**src/rtl/mix_columns_serial.sv**
```systemverilog
// Forward AES MixColumns with a valid/ready handshake on both sides.
// COLS_PER_CYCLE column-mix units sweep the captured state one column group per clock.
module mix_columns_serial #(
   parameter int COLS_PER_CYCLE = 1
) (
   input  logic         clk,
   input  logic         rst,
   input  logic         in_valid,
   output logic         in_ready,
   input  logic [0:127] in_data,
   output logic         out_valid,
   input  logic         out_ready,
   output logic [0:127] out_data
);

   if (!(COLS_PER_CYCLE == 1 || COLS_PER_CYCLE == 2 || COLS_PER_CYCLE == 4)) begin : g_bad_cols
      $error("mix_columns_serial: COLS_PER_CYCLE must be 1, 2 or 4");
   end

   // With four columns per cycle the step wraps to zero and col stays at 0.
   localparam logic [1:0] STEP = 2'(COLS_PER_CYCLE);
   localparam logic [1:0] LAST = 2'(4 - COLS_PER_CYCLE);

   typedef enum logic [1:0] {IDLE, BUSY, DONE} state_t;

   state_t       state_q;
   logic [1:0]   col_q;
   logic         in_ready_q;
   logic         out_valid_q;
   logic [0:127] st_q;
   logic [0:127] out_q;
   logic [0:127] out_d;
   logic [1:0]   sel;
   logic         accept;

   function automatic logic [7:0] xtime(input logic [7:0] b);
      xtime = {b[6:0], 1'b0} ^ (b[7] ? 8'h1b : 8'h00);
   endfunction

   // c[31:24] is the top byte of the column (a0), c[7:0] the bottom (a3).
   function automatic logic [31:0] mix_col(input logic [31:0] c);
      logic [7:0] a0, a1, a2, a3;
      logic [7:0] r0, r1, r2, r3;
      a0 = c[31:24];
      a1 = c[23:16];
      a2 = c[15:8];
      a3 = c[7:0];
      r0 = xtime(a0) ^ xtime(a1) ^ a1 ^ a2 ^ a3;
      r1 = a0 ^ xtime(a1) ^ xtime(a2) ^ a2 ^ a3;
      r2 = a0 ^ a1 ^ xtime(a2) ^ xtime(a3) ^ a3;
      r3 = xtime(a0) ^ a0 ^ a1 ^ a2 ^ xtime(a3);
      mix_col = {r0, r1, r2, r3};
   endfunction

   assign accept = in_valid && in_ready_q;

   always_comb begin
      out_d = out_q;
      sel   = '0;
      for (int u = 0; u < COLS_PER_CYCLE; u++) begin
         sel = col_q + 2'(u);
         out_d[{sel, 5'b0} +: 32] = mix_col(st_q[{sel, 5'b0} +: 32]);
      end
   end

   always_ff @(posedge clk) begin
      if (accept && !rst) begin
         st_q <= in_data;
      end
   end

   always_ff @(posedge clk) begin
      if (rst) begin
         state_q     <= IDLE;
         col_q       <= '0;
         in_ready_q  <= 1'b0;
         out_valid_q <= 1'b0;
         out_q       <= '0;
      end else begin
         case (state_q)
            IDLE: begin
               in_ready_q <= 1'b1;
               if (accept) begin
                  state_q    <= BUSY;
                  col_q      <= '0;
                  in_ready_q <= 1'b0;
               end
            end
            BUSY: begin
               out_q <= out_d;
               col_q <= col_q + STEP;
               if (col_q == LAST) begin
                  state_q     <= DONE;
                  out_valid_q <= 1'b1;
               end
            end
            DONE: begin
               if (out_ready) begin
                  state_q     <= IDLE;
                  out_valid_q <= 1'b0;
                  in_ready_q  <= 1'b1;
               end
            end
            default: begin
               state_q     <= IDLE;
               in_ready_q  <= 1'b0;
               out_valid_q <= 1'b0;
            end
         endcase
      end
   end

   assign in_ready  = in_ready_q;
   assign out_valid = out_valid_q;
   assign out_data  = out_q;

endmodule

```
**config.mk**
```make
export PLATFORM = sky130hd
export DESIGN_NAME = mix_columns_serial
export DESIGN_NICKNAME = d
export VERILOG_FILES = /design/src/rtl/mix_columns_serial.sv
export SDC_FILE = /design/constraint.sdc
export NUM_CORES = 1
export LEC_CHECK = 0
export CAP_MARGIN = 20
export CORE_MARGIN = 3
export CORE_UTILIZATION = 50
export CTS_BUF_LIST = sky130_fd_sc_hd__clkbuf_8
export DETAILED_ROUTE_END_ITERATION = 12
export PLACE_DENSITY = 0.87
export RECOVER_POWER = 50
export SYNTH_ARGS = -nofsm -noshare
export SYNTH_HDL_FRONTEND = slang
export SYNTH_SLANG_ARGS = --single-unit
```
**constraint.sdc**
```tcl
create_clock -name clk -period 15.3 [get_ports clk]
set_clock_uncertainty 0.2 [all_clocks]
set_input_delay 3.06 -clock clk [delete_from_list [all_inputs] [get_ports clk]]
set_output_delay 3.06 -clock clk [all_outputs]
set_load 0.05 [all_outputs]
```
==> metrics.txt, run 1 <==
standard cell core area=0.01978 sq mm; arrival time of the worst setup path=7020 ps; uppermost metal layer occupied by signal nets=met4; Final Util=70.37%; total of endpoints with negative setup slack in the final report=0; Leakage Power=0.005311 uW; Layout area overhead=35.73%; DIE HEIGHT=149.2 um; buffer count from post-CTS setup fixing=0; number of buffers created by CTS=41; Final Wtd Congestion=0.8415; setup repair after global routing missed its margin=false; CTS sink count=262; total negative slack for setup checks=0 ps; power density of the placed cells=115.6 mW/mm^2; sum of overflow across all layers after global routing=0; Resized cells post-CTS=0; port buffer count=261; Critical Path Sink Type=flip-flop; clock share of power=33.9%; Synth Net Count=725; sequential element share of the synthesized area=63.63%; Routed Wire Length=26930 um; met2 layer wire length in the routed design=14280 um; remaining routing DRC violations=0; Worst Max-Slew Pin Slew=3006 ps; layout cell share with drive strength beyond 1=12.17%; antenna cell count=0; Root Buffer Master=sky130_fd_sc_hd__clkbuf_8; violated checks=max-capacitance violations, max-slew violations; run status=finished with violations; number of H-tree levels=2; via count normalized by instance count=5.609; top_reg_cell synth=sky130_fd_sc_hd__dfxtp_1; switching fraction of total power=26.70%; area enclosed by the die boundary=0.02227 sq mm; pin count of the biggest net entering global routing=90; maximum operating frequency=142.1 MHz; later-pin clock latency in the skew report=540 ps; final number of hold-violating endpoints=0; HPWL after detailed placement=18630 um; highest-count cells in the layout ignoring fill and taps=sky130_fd_sc_hd__dfxtp_1, sky130_fd_sc_hd__clkdlybuf4s50_1, sky130_fd_sc_hd__dlygate4sd3_1, sky130_fd_sc_hd__edfxtp_1, sky130_fd_sc_hd__a22o_1; power share of the sequential group=47.6%; Mapped Cells=589; Vias=6512; first-pass GRT wire length=39920 um; cell area after technology mapping=0.01026 sq mm; initial antenna violation count=0; floorplan row count=51; most common cell after layout, fill and taps aside=sky130_fd_sc_hd__dfxtp_1; floorplan die width=149.2 um; total count of max-transition violations in the final report=107; Warnings, synthesis=0; wl on met1=10010 um; EDFF count, synth=128; max-slew headroom at the worst pin=-101.2%; mean post-synth cell area=17.41 sq um; iteration-0 DRC count of the detailed router=438; buffers from clock root to sink, at most=3; CTS tree=built; number of global-route vias before repair=6779; highest ir drop seen on vdd=0.00007333 V; clock period minus final worst setup slack=7038 ps; hold-fix buffers at CTS=0; Final Net Count=1004; required time worst endpoint=15290 ps; highest fanout seen on the critical path=79; total met3 wirelength after detailed routing=1790 um; overall track demand over capacity in global routing=23.88%; routed len/inst=23.20 um; flip-flop and latch count after synthesis=262; critical path type=input pin to flip-flop; filler-free cell count of the finished design=1161; Inst Count DP=1088; count of pins on the block boundary=262; number of nets with antenna violations after detailed routing=0; share of total power in combinational logic=18.5%; share of flip-flops with an asynchronous set or reset after synthesis=0%; path type of the worst min-delay path=flip-flop to flip-flop; MaxCap Viol Count=3; initial core utilization=51.85%; startpoint kind of the worst setup timing path=input pin; net load switching power=429.7 uW; count of different cell masters after synthesis=31; part of the cycle the worst path needs=46.00%; clock slew at reported path FFs=60 ps; number of optimization iterations in the first detailed-route pass=5; internal power contribution=1179 uW
metal layers:
layer	vias up	GRT usage [%]
met5	-	0
met4	0	8.467
met3	63	4.740
met2	328	41.55
met1	3233	29.89
li1	2888	-
through the flow:
stage	setup WS, ps	hold slack [ps]	total power (uW)	cell area, sq um
finish	8262	265.5	1609	13920
global route	7967	287.4	1670	13920
detailed placement	8898	242.2	1079	13140
global placement	9021	235.2	1074	13140
CTS	9485	255.4	1627	13900
floorplan	5887	427.1	969.8	10260
final timing paths:
kind / end / cells past startpoint / startpoint / slack, ps
max reg2reg: st_q[39] / 4 / in_ready / 11150
max: st_q[39] / 4 / rst / 8260
min reg2reg: out_data[25] / 2 / out_data[25] / 270
min: out_data[25] / 2 / out_data[25] / 270
kinds of logic (layout without fill, tap and decap cells):
| group | count (synthesis) | count (layout) | synth area share [%] |
|---|---|---|---|
| AO/OA/AOI/OAI | 142 | 142 | 11.28 |
| XOR/XNOR | 77 | 77 | 14.31 |
| adder cells (fa/ha/maj) | 4 | 4 | 0.4880 |
| buffers and inverters | 38 | 345 | 1.671 |
| flip-flops | 262 | 262 | 63.63 |
| multiplexers | 33 | 33 | 7.137 |
| AND/OR/NAND/NOR | 33 | 33 | 1.476 |
synthesized netlist by cell type, types with 7 or more instances:
cell type / n / share of area, %
sky130_fd_sc_hd__xnor2_2: 7 / 1.1
sky130_fd_sc_hd__dfxtp_1: 134 / 26
sky130_fd_sc_hd__xnor3_1: 41 / 9.0
sky130_fd_sc_hd__xnor2_1: 8 / 0.68
sky130_fd_sc_hd__nand2_1: 18 / 0.66
sky130_fd_sc_hd__mux4_2: 32 / 7.0
sky130_fd_sc_hd__a22o_1: 118 / 10
sky130_fd_sc_hd__a21oi_1: 10 / 0.49
sky130_fd_sc_hd__clkbuf_1: 29 / 1.1
sky130_fd_sc_hd__o21ai_0: 9 / 0.44
sky130_fd_sc_hd__edfxtp_1: 128 / 37
sky130_fd_sc_hd__xor3_1: 8 / 1.9
sky130_fd_sc_hd__xor2_1: 10 / 0.85
critical path, cell delays in order:
cell	delay, ps
sky130_fd_sc_hd__dlygate4sd3_1	750
sky130_fd_sc_hd__nor2_1	2280
sky130_fd_sc_hd__buf_4	510
sky130_fd_sc_hd__buf_16	350
layout make-up:
| class | count | area (sq um) |
|---|---|---|
| Clock buffer | 49 | 674.4 |
| Clock inverter | 22 | 87.58 |
| Fill cell | 1300 | 5861 |
| Inverter | 3 | 11.26 |
| Multi-Input combinational cell | 289 | 3580 |
| Sequential cell | 262 | 6529 |
| Tap cell | 265 | 331.6 |
| Timing Repair Buffer | 271 | 2708 |
state kept, by name (all words and copies together), names as in the netlist:
signal	count
state_q	2
out_valid	1
col_q	2
in_ready	1
st_q	128
out_data	128
power by group through the flow:
stage	sequential, uW	clock, uW	combinational [uW]
2_1_floorplan	809	0	161
3_3_place_gp	779	0	295
3_5_place_dp	780	0	298
4_1_cts	766	560	302
5_1_grt	767	593	310
6_report	766	546	297
Power figures use the tool's default switching activity.
==> run 2: changes to the inputs <==
clock period = 6.55 ns   (was 15.3 ns; I/O delays follow)
==> metrics.txt, run 2 (same netlist as run 1, synthesis figures left out) <==
Routed Wire Length=26970 um; Layout area overhead=35.60%; uppermost metal layer occupied by signal nets=met4; number of optimization iterations in the first detailed-route pass=5; floorplan row count=51; total met3 wirelength after detailed routing=1644 um; met2 layer wire length in the routed design=14180 um; Inst Count DP=1090; Root Buffer Master=sky130_fd_sc_hd__clkbuf_8; area enclosed by the die boundary=0.02227 sq mm; setup slack on the worst flop-to-flop path=2590 ps; critical path type=input pin to flip-flop; Leakage Power=0.005287 uW; layout cell share with drive strength beyond 1=12.24%; highest ir drop seen on vdd=0.0001745 V; total count of max-transition violations in the final report=38; final number of hold-violating endpoints=0; worst r2r path cells=5; pin count of the biggest net entering global routing=74; remaining routing DRC violations=0; buffers from clock root to sink, at most=3; Critical Path Sink Type=flip-flop; hold-fix buffers at CTS=0; MaxCap Viol Count=1; most common cell after layout, fill and taps aside=sky130_fd_sc_hd__dfxtp_1; number of global-route vias before repair=6930; later-pin clock latency in the skew report=540 ps; sum of overflow across all layers after global routing=0; startpoint kind of the worst setup timing path=input pin; number of buffers created by CTS=42; standard cell core area=0.01978 sq mm; hold depth=2; required time worst endpoint=6510 ps; path type of the worst min-delay path=flip-flop to flip-flop; part of the cycle the worst path needs=71.42%; HPWL after detailed placement=19270 um; setup repair after global routing missed its margin=false; filler-free cell count of the finished design=1166; run status=finished with violations; via count normalized by instance count=5.616; buffer count from post-CTS setup fixing=0; number of nets with antenna violations after detailed routing=0; highest-count cells in the layout ignoring fill and taps=sky130_fd_sc_hd__dfxtp_1, sky130_fd_sc_hd__clkdlybuf4s50_1, sky130_fd_sc_hd__dlygate4sd3_1, sky130_fd_sc_hd__edfxtp_1, sky130_fd_sc_hd__a22o_1; initial core utilization=51.85%; Vias=6548; Register Area=0.006528 sq mm; fill cell count=1284; routed len/inst=23.13 um; count of pins on the block boundary=262; max-slew headroom at the worst pin=-31.67%; port buffer count=261; floorplan die width=149.2 um; number of H-tree levels=2; Final Wtd Congestion=0.8333; total negative slack for setup checks=0 ps; total of endpoints with negative setup slack in the final report=0; first-pass GRT wire length=40370 um; iteration-0 DRC count of the detailed router=482; Final Net Count=1006; Resized cells post-CTS=0; initial antenna violation count=2; clock period minus final worst setup slack=4678 ps; Worst Max-Slew Pin Slew=1975 ps; violated checks=max-capacitance violations, max-slew violations; power density of the placed cells=270.2 mW/mm^2; wl on met1=10140 um; area of the multi-input gates=0.003571 sq mm; overall track demand over capacity in global routing=24.06%; DIE HEIGHT=149.2 um; clock slew at reported path FFs=70 ps; maximum operating frequency=213.8 MHz; arrival time of the worst setup path=4630 ps; CTS sink count=262; highest fanout seen on the critical path=38; CTS tree=built
-- run 2: power breakdown --
group	switching, uW	internal (uW)
Combinational	380	313
Clock	618	656
Sequential	24.3	1770
Total	1020	2740
-- run 2: critical path: stages --
cell and delay (ps):
sky130_fd_sc_hd__dlygate4sd3_1 770, sky130_fd_sc_hd__nor2_1 410, sky130_fd_sc_hd__clkbuf_1 1460, sky130_fd_sc_hd__clkbuf_1 670
-- run 2: cell type report --
| cell class | instances | area share (%) |
|---|---|---|
| diodes | 2 | 0.03599 |
| inverters | 3 | 0.08097 |
| clock buffers | 47 | 4.651 |
| well taps | 265 | 2.384 |
| repair buffers | 272 | 19.42 |
| flip-flops and latches | 262 | 46.94 |
| multi-input cells | 289 | 25.68 |
| clock inverters | 26 | 0.8187 |
-- run 2: per-layer routing --
layer	up-vias	track usage [%]
met5	-	0
met2	331	41.84
met1	3249	29.20
met4	0	10.94
met3	73	4.558
li1	2895	-
-- run 2: worst paths after layout --
| check | to | start |
|---|---|---|
| setup reg to reg | out_data[107] | col_q[0] |
| hold / removal | out_data[26] | out_data[26] |
| setup / recovery | st_q[114] | rst |
| hold reg to reg | out_data[26] | out_data[26] |
-- run 2: metrics by stage --
stage                     hold WS, ps  utilization [%]  total power (uW)  setup WS [ps]  instance area (sq um)
final                           249.1            70.30              3758           1872                  13910
after CTS                       250.0            70.40              3796           2903                  13930
after global routing            278.7            70.30              3892           1634                  13910
after detailed placement        240.4            66.55              2529           2430                  13170
after global placement          234.5            66.55              2514           2524                  13170
after floorplan                 427.1                -              2263           1056                  10260
==> run 3: changes to the inputs <==
clock period = 4.67 ns   (was 6.55 ns; I/O delays follow)
==> metrics.txt, run 3 (same netlist as run 1, synthesis figures left out) <==
run status=finished with violations; violated checks=max-capacitance violations, max-slew violations; path type of the worst min-delay path=flip-flop to flip-flop; hold-fix buffers at CTS=0; via count normalized by instance count=5.609; kind of cell with the highest combined delay on the critical path=buffers and inverters; worst r2r path cells=4; buffer count from post-CTS setup fixing=0; count of pins on the block boundary=262; iteration-0 DRC count of the detailed router=484; number of nets with antenna violations after detailed routing=0; DIE HEIGHT=149.2 um; buffers from clock root to sink, at most=3; pre-CTS setup slack=1250 ps; Resized cells post-CTS=0; highest-count cells in the layout ignoring fill and taps=sky130_fd_sc_hd__dfxtp_1, sky130_fd_sc_hd__clkdlybuf4s50_1, sky130_fd_sc_hd__dlygate4sd3_1, sky130_fd_sc_hd__edfxtp_1, sky130_fd_sc_hd__a22o_1; later-pin clock latency in the skew report=540 ps; most common cell after layout, fill and taps aside=sky130_fd_sc_hd__dfxtp_1; Critical Path Max Stage Delay=1190 ps; Worst Max-Slew Pin Slew=1729 ps; CTS sink count=262; standard cell core area=0.01978 sq mm; initial core utilization=51.85%; floorplan die width=149.2 um; MaxCap Viol Count=2; max-slew headroom at the worst pin=-15.46%; setup slack of the critical path after layout=806.6 ps; required time worst endpoint=4630 ps; arrival time of the worst setup path=3820 ps; total negative slack for setup checks=0 ps; number of optimization iterations in the first detailed-route pass=5; Critical Path Sink Type=flip-flop; number of global-route vias before repair=6796; Buf+Inv Stages, Crit Path=2; Final Net Count=1010; clock period minus final worst setup slack=3863 ps; total count of max-transition violations in the final report=40; initial antenna violation count=2; number of buffers created by CTS=42; hold depth=2; HPWL after detailed placement=19740 um; critical path type=input pin to flip-flop; Layout area overhead=36.68%; Vias=6590; fill cell count=1273; total of endpoints with negative setup slack in the final report=0; highest ir drop seen on vdd=0.0002402 V; total stage count of the critical path=3; chain of cells forming the critical path=dlygate4sd3_1 > nor2_1 > clkbuf_2; maximum operating frequency=258.8 MHz; CTS tree=built; highest fanout seen on the critical path=37; overall track demand over capacity in global routing=24.70%; setup repair after global routing missed its margin=false; pin count of the biggest net entering global routing=40; layout cell share with drive strength beyond 1=13.89%; Routed Wire Length=27720 um; sum of overflow across all layers after global routing=0; final number of hold-violating endpoints=0; startpoint kind of the worst setup timing path=input pin; Leakage Power=0.005346 uW; part of the cycle the worst path needs=82.73%; routed len/inst=23.59 um; number of H-tree levels=2; floorplan row count=51; Root Buffer Master=sky130_fd_sc_hd__clkbuf_8; slowest stage cell, crit path=sky130_fd_sc_hd__nor2_1; clock slew at reported path FFs=60 ps; area enclosed by the die boundary=0.02227 sq mm; first-pass GRT wire length=41050 um; port buffer count=261; Final Wtd Congestion=0.8369; remaining routing DRC violations=0; power density of the placed cells=383.4 mW/mm^2
run 3: changes by cell type in the layout (fill, tap and decap cells not counted), moves of 2 or more:
cell                       before  now
sky130_fd_sc_hd__inv_1         18   14
sky130_fd_sc_hd__clkbuf_1       2    4
sky130_fd_sc_hd__clkinv_1       5    1
sky130_fd_sc_hd__xnor2_2        5    7
sky130_fd_sc_hd__clkinv_2       3   10
sky130_fd_sc_hd__xnor2_1       10    8
sky130_fd_sc_hd__clkbuf_8      47   52
run 3: worst reg2reg max path: stages, from the launching register on:
cell                      delay, ps
sky130_fd_sc_hd__dfxtp_1       1470
sky130_fd_sc_hd__mux4_2         610
sky130_fd_sc_hd__xnor2_4        460
sky130_fd_sc_hd__xnor3_1        590
sky130_fd_sc_hd__a22o_1         260
run 3: path summary, 6_finish.rpt:
check	endpoint	startpoint	slack (ps)
min	out_data[23]	out_data[23]	260
min reg2reg	out_data[23]	out_data[23]	260
max reg2reg	out_data[75]	col_q[1]	970
max	st_q[117]	rst	810
run 3: cell type report:
class                      instances  area [sq um]  area share, %
tap                              265         331.6          2.365
clock inverter                    25         118.9         0.8479
antenna                            3         7.507        0.05355
inverter                           3         11.26        0.08033
sequential                       262          6528          46.56
clock buffer                      52         715.7          5.105
timing repair buffer             276          2720          19.40
multi-input combinational        289          3586          25.58
run 3: stage by stage:
stage	power, uW	hold slack [ps]	instance area [sq um]	std cells	utilization [%]
6_report	5375	256.4	14020	1175	70.87
5_1_grt	5560	269.2	14020	1174	70.85
4_1_cts	5439	257.7	14050	1172	71.02
3_5_place_dp	3539	249.1	13220	1095	66.81
3_3_place_gp	3523	238.1	13220	1095	66.81
2_1_floorplan	3172	427.1	10260	589	-
run 3: per-layer routing:
metal / global-route usage, % / up-vias / part of all wire (%)
li1: - / 2900 / -
met1: 30.34 / 3263 / 36
met2: 42.48 / 357 / 52
met3: 5.409 / 70 / 7.5
met4: 10.39 / 0 / 4.0
met5: 0 / - / 0
run 3: report_power, final:
part           total [uW]  switching, uW  internal (uW)  leakage (uW)
Clock                1900            884           1010      0.000478
Combinational         960            518            441       0.00262
Sequential           2520           38.6           2480       0.00225
Total                5380           1440           3930       0.00535
